<file path="src/rtl/tdm_demux4.sv">
// rtl/tdm_demux4.sv - four-channel TDM demultiplexer with frame lock tracking
module tdm_demux4 #(
    parameter int W = 1
) (
    input  logic         clk,
    input  logic         rst,
    input  logic [W-1:0] din,
    input  logic         din_valid,
    input  logic         din_sof,
    output logic [W-1:0] q0,
    output logic [W-1:0] q1,
    output logic [W-1:0] q2,
    output logic [W-1:0] q3,
    output logic         frame_valid,
    output logic         locked,
    output logic         sync_err,
    output logic [1:0]   slot
);

    typedef enum logic {
        HUNT = 1'b0,
        LOCK = 1'b1
    } state_t;

    state_t       state, state_n;
    logic [1:0]   slot_n;
    logic [W-1:0] s0, s1, s2;
    logic [W-1:0] s0_n, s1_n, s2_n;
    logic [W-1:0] q0_n, q1_n, q2_n, q3_n;
    logic         frame_valid_n;
    logic         sync_err_n;

    // State, slot counter, staging and output registers; every output is a flop.
    always_ff @(posedge clk or posedge rst) begin
        if (rst) begin
            state       <= HUNT;
            slot        <= 2'd0;
            s0          <= '0;
            s1          <= '0;
            s2          <= '0;
            q0          <= '0;
            q1          <= '0;
            q2          <= '0;
            q3          <= '0;
            frame_valid <= 1'b0;
            sync_err    <= 1'b0;
        end else begin
            state       <= state_n;
            slot        <= slot_n;
            s0          <= s0_n;
            s1          <= s1_n;
            s2          <= s2_n;
            q0          <= q0_n;
            q1          <= q1_n;
            q2          <= q2_n;
            q3          <= q3_n;
            frame_valid <= frame_valid_n;
            sync_err    <= sync_err_n;
        end
    end

    // Next-state: non-beat cycles hold everything except the two pulses.
    // An sof in the middle of a frame restarts the frame at slot 0 without
    // losing lock; a missing sof at slot 0 drops the beat and falls back to HUNT.
    always_comb begin
        state_n       = state;
        slot_n        = slot;
        s0_n          = s0;
        s1_n          = s1;
        s2_n          = s2;
        q0_n          = q0;
        q1_n          = q1;
        q2_n          = q2;
        q3_n          = q3;
        frame_valid_n = 1'b0;
        sync_err_n    = 1'b0;
        if (din_valid) begin
            case (state)
                HUNT: begin
                    if (din_sof) begin
                        s0_n    = din;
                        slot_n  = 2'd1;
                        state_n = LOCK;
                    end
                end
                LOCK: begin
                    if (din_sof) begin
                        sync_err_n = (slot != 2'd0);
                        s0_n       = din;
                        slot_n     = 2'd1;
                    end else begin
                        case (slot)
                            2'd0: begin
                                sync_err_n = 1'b1;
                                state_n    = HUNT;
                                slot_n     = 2'd0;
                            end
                            2'd1: begin
                                s1_n   = din;
                                slot_n = 2'd2;
                            end
                            2'd2: begin
                                s2_n   = din;
                                slot_n = 2'd3;
                            end
                            default: begin
                                q0_n          = s0;
                                q1_n          = s1;
                                q2_n          = s2;
                                q3_n          = din;
                                frame_valid_n = 1'b1;
                                slot_n        = 2'd0;
                            end
                        endcase
                    end
                end
                default: begin
                    state_n = HUNT;
                    slot_n  = 2'd0;
                end
            endcase
        end
    end

    assign locked = (state == LOCK);

endmodule

</file>
<file path="config.mk">
export PLATFORM = sky130hd
export DESIGN_NAME = tdm_demux4
export DESIGN_NICKNAME = d
export VERILOG_FILES = /design/src/rtl/tdm_demux4.sv
export SDC_FILE = /design/constraint.sdc
export NUM_CORES = 1
export LEC_CHECK = 0
export CAP_MARGIN = 20
export CORE_AREA = 4 4 41 43
export DETAILED_ROUTE_END_ITERATION = 8
export DIE_AREA = 0 0 45 47
export GPL_ROUTABILITY_DRIVEN = 0
export MAX_ROUTING_LAYER = met4
export PLACE_DENSITY = 0.79
export SLEW_MARGIN = 40
export SYNTH_ARGS = -nofsm -noshare
export SYNTH_HDL_FRONTEND = slang
export SYNTH_SLANG_ARGS = --single-unit
</file>
<file path="constraint.sdc">
create_clock -name clk -period 2.85 [get_ports clk]
set_clock_uncertainty 0.15 [all_clocks]
set_input_delay 0.57 -clock clk [delete_from_list [all_inputs] [get_ports clk]]
set_output_delay 0.57 -clock clk [all_outputs]
set_load 0.05 [all_outputs]
</file>
==> results_dict.tcl <==
set metrics [dict create \
    diodes 0 \
    synth_compound_area_frac 0.0592 \
    die_area_mm2 0.00212 \
    grt-ovfl-total 0 \
    finalSetupViolations 0 \
    worst_setup_path_end_kind "output port" \
    min_path_type "reg2reg" \
    layout_common_cells "clkdlybuf4s50_1 (13), dfrtp_1 (12), inv_1 (5), ha_1 (5), mux2_4 (4)" \
    layout_commonest_cell "clkdlybuf4s50_1" \
    nets 71 \
    cp.buffers_inverters 1 \
    relSlewSlack 0.666 \
    hold_depth 1 \
    syn_area_um2 592 \
    rsz0062_at_grt "false" \
    clk_pin_slew_ns 0.07 \
    r2r_start "slot[0]$_DFFE_PP0P_" \
    synth.mux.area_fraction 0.159 \
    min_from "s1$_DFFE_PP0P_" \
    final_area_um2 753 \
    slowest_stage "clkdlybuf4s50_1" \
    crit_chain "clkdlybuf4s50_1" \
    drive_above_1_share 0.203 \
    fp-row-count 13 \
    synth-edff-count 0 \
    initial_core_util 0.455 \
    worst_setup_path_start_kind "flip-flop" \
    ys_async_sr_fraction 1.00 \
    syn2layout_area_growth_pct 27.3 \
    ys_seq_elements 12 \
    critPathTopFamily "buffers and inverters" \
    routed_wl_mm 1.00 \
    min_period_ns 2.36 \
    cts_setup_buffers 0 \
    synth_cell_type_count 18 \
    syn_nets 55 \
    die_height_um 47 \
    antenna_left 0 \
    ios 14 \
    crit_path_start "locked$_DFFE_PP0P_" \
    synthXorXnorAreaFrac 0 \
    cts_root_buf "clkbuf_4" \
    finalCritPeriodShare 0.830 \
    grt_max_degree 13 \
    hold_buffers 0 \
    worst_slack_ns 0.486 \
    maxCapViolCount 0 \
    dominantRegCellSynth "dfrtp_1" \
    pre_cts_slack_ns 0.779 \
    fp.coreArea_mm2 0.00130 \
    worst_slew_pin_slew_ns 0.499 \
    tritoncts "yes" \
    vias 390 \
    cp_num_cells 1 \
    vdd_drop_max_uv 594 \
    synthAdderAreaFrac 0.106 \
    required_ns 2.13 \
    status "completed" \
    dp_hpwl_um 731 \
    cellPowerDensity_mw_per_mm2 1120 \
    die_w_um 45 \
    grt_use_total 0.133 \
    crit_fanout 9 \
    drt-initial-drc-count 9 \
    drv_slew 0 \
    viasPerCell 5.27 \
    postCtsResizedCells 0 \
    syn_area_per_cell_um2 13.2 \
    ys_warn_count 0 \
    dr.pass1.iters 4 \
    cts.sinks 12 \
    clk_latency_ns 0.26 \
    worstRegToRegCells 4 \
    cts_max_path_buffers 2 \
    synth-simple-area-share 0.121 \
    clock.fmax_mhz 423 \
    hold_violations 0 \
    synth_cells 45 \
    crit_arrival_ns 1.64 \
    critical-path-max-stage-delay_ns 0.87 \
    placed_area_um2 731 \
    cts_made_buffers 3 \
    p_leak_uw 0.000366 \
    ys_seq_area_frac 0.507 \
    grt_pass1_vias 416 \
    antenna_found_initial 0 \
    critPathKind "reg2out" \
    drcViolationCount 0 \
    port_buffers 13 \
    synth_top_family_by_area "multiplexers" \
    routedWlPerCell_um 13.5 \
    grt_pass1_wl_mm 1.86 \
    r2r_setup_slack_ns 1.40 \
    setup_tns_ns 0 \
    h-tree-depth 1 \
]
registers in the layout, indices dropped and copies added, names as in the netlist:
| signal | flops |
|---|---|
| frame_valid | 1 |
| q0 | 1 |
| q2 | 1 |
| s0 | 1 |
| slot | 2 |
| sync_err | 1 |
| locked | 1 |
| s1 | 1 |
| q3 | 1 |
| s2 | 1 |
| q1 | 1 |
final timing paths:
path | to
worst max-delay path | locked
max in group asynchronous | s1$_DFFE_PP0P_
worst min register to register | q1$_DFFE_PP0P_
worst max register to register | s2$_DFFE_PP0P_
worst min-delay path | q1$_DFFE_PP0P_
min in group asynchronous | slot[0]$_DFFE_PP0P_
cell usage after synthesis (2+ instances only):
cell,instances,share of area
inv_1,5,0.032
nand2_1,2,0.013
buf_2,2,0.017
ha_1,5,0.11
nand4b_1,2,0.030
mux2_4,4,0.10
dfrtp_1,12,0.51
mux2_2,3,0.057
layout make-up:
type	count	area, µm²
Timing Repair Buffer	13	130
Inverter	5	18.8
Fill cell	113	548
Clock buffer	3	22.5
Tap cell	15	18.8
Multi-Input combinational cell	26	263
Sequential cell	12	300
report_power, final:
group          internal [µW]  switching, µW
sequential               238           56.3
clock                   48.8           50.4
combinational            181            271
per-stage QoR:
stage | hold slack, ns | total power [µW] | cells | utilization
after floorplan | 0.285 | 606 | 45 | -
after global placement | 0.334 | 739 | 71 | 0.562
after detailed placement | 0.341 | 749 | 71 | 0.562
after CTS | 0.357 | 852 | 74 | 0.579
after global routing | 0.372 | 900 | 74 | 0.579
final | 0.354 | 845 | 74 | 0.579
kinds of logic after synthesis:
group	count (synthesis)
and+or+nand+nor	9
DFF	12
AOI/OAI and AO/OA	5
adders and majority gates	5
muxes	7
buffers and inverters	7
layer usage:
metal	part of all wire	GRT usage
met2	0.47	0.192
met3	0.066	0.0460
met4	0.0090	0.0702
met1	0.45	0.162
met5	0	-
Power figures use the tool's default switching activity.
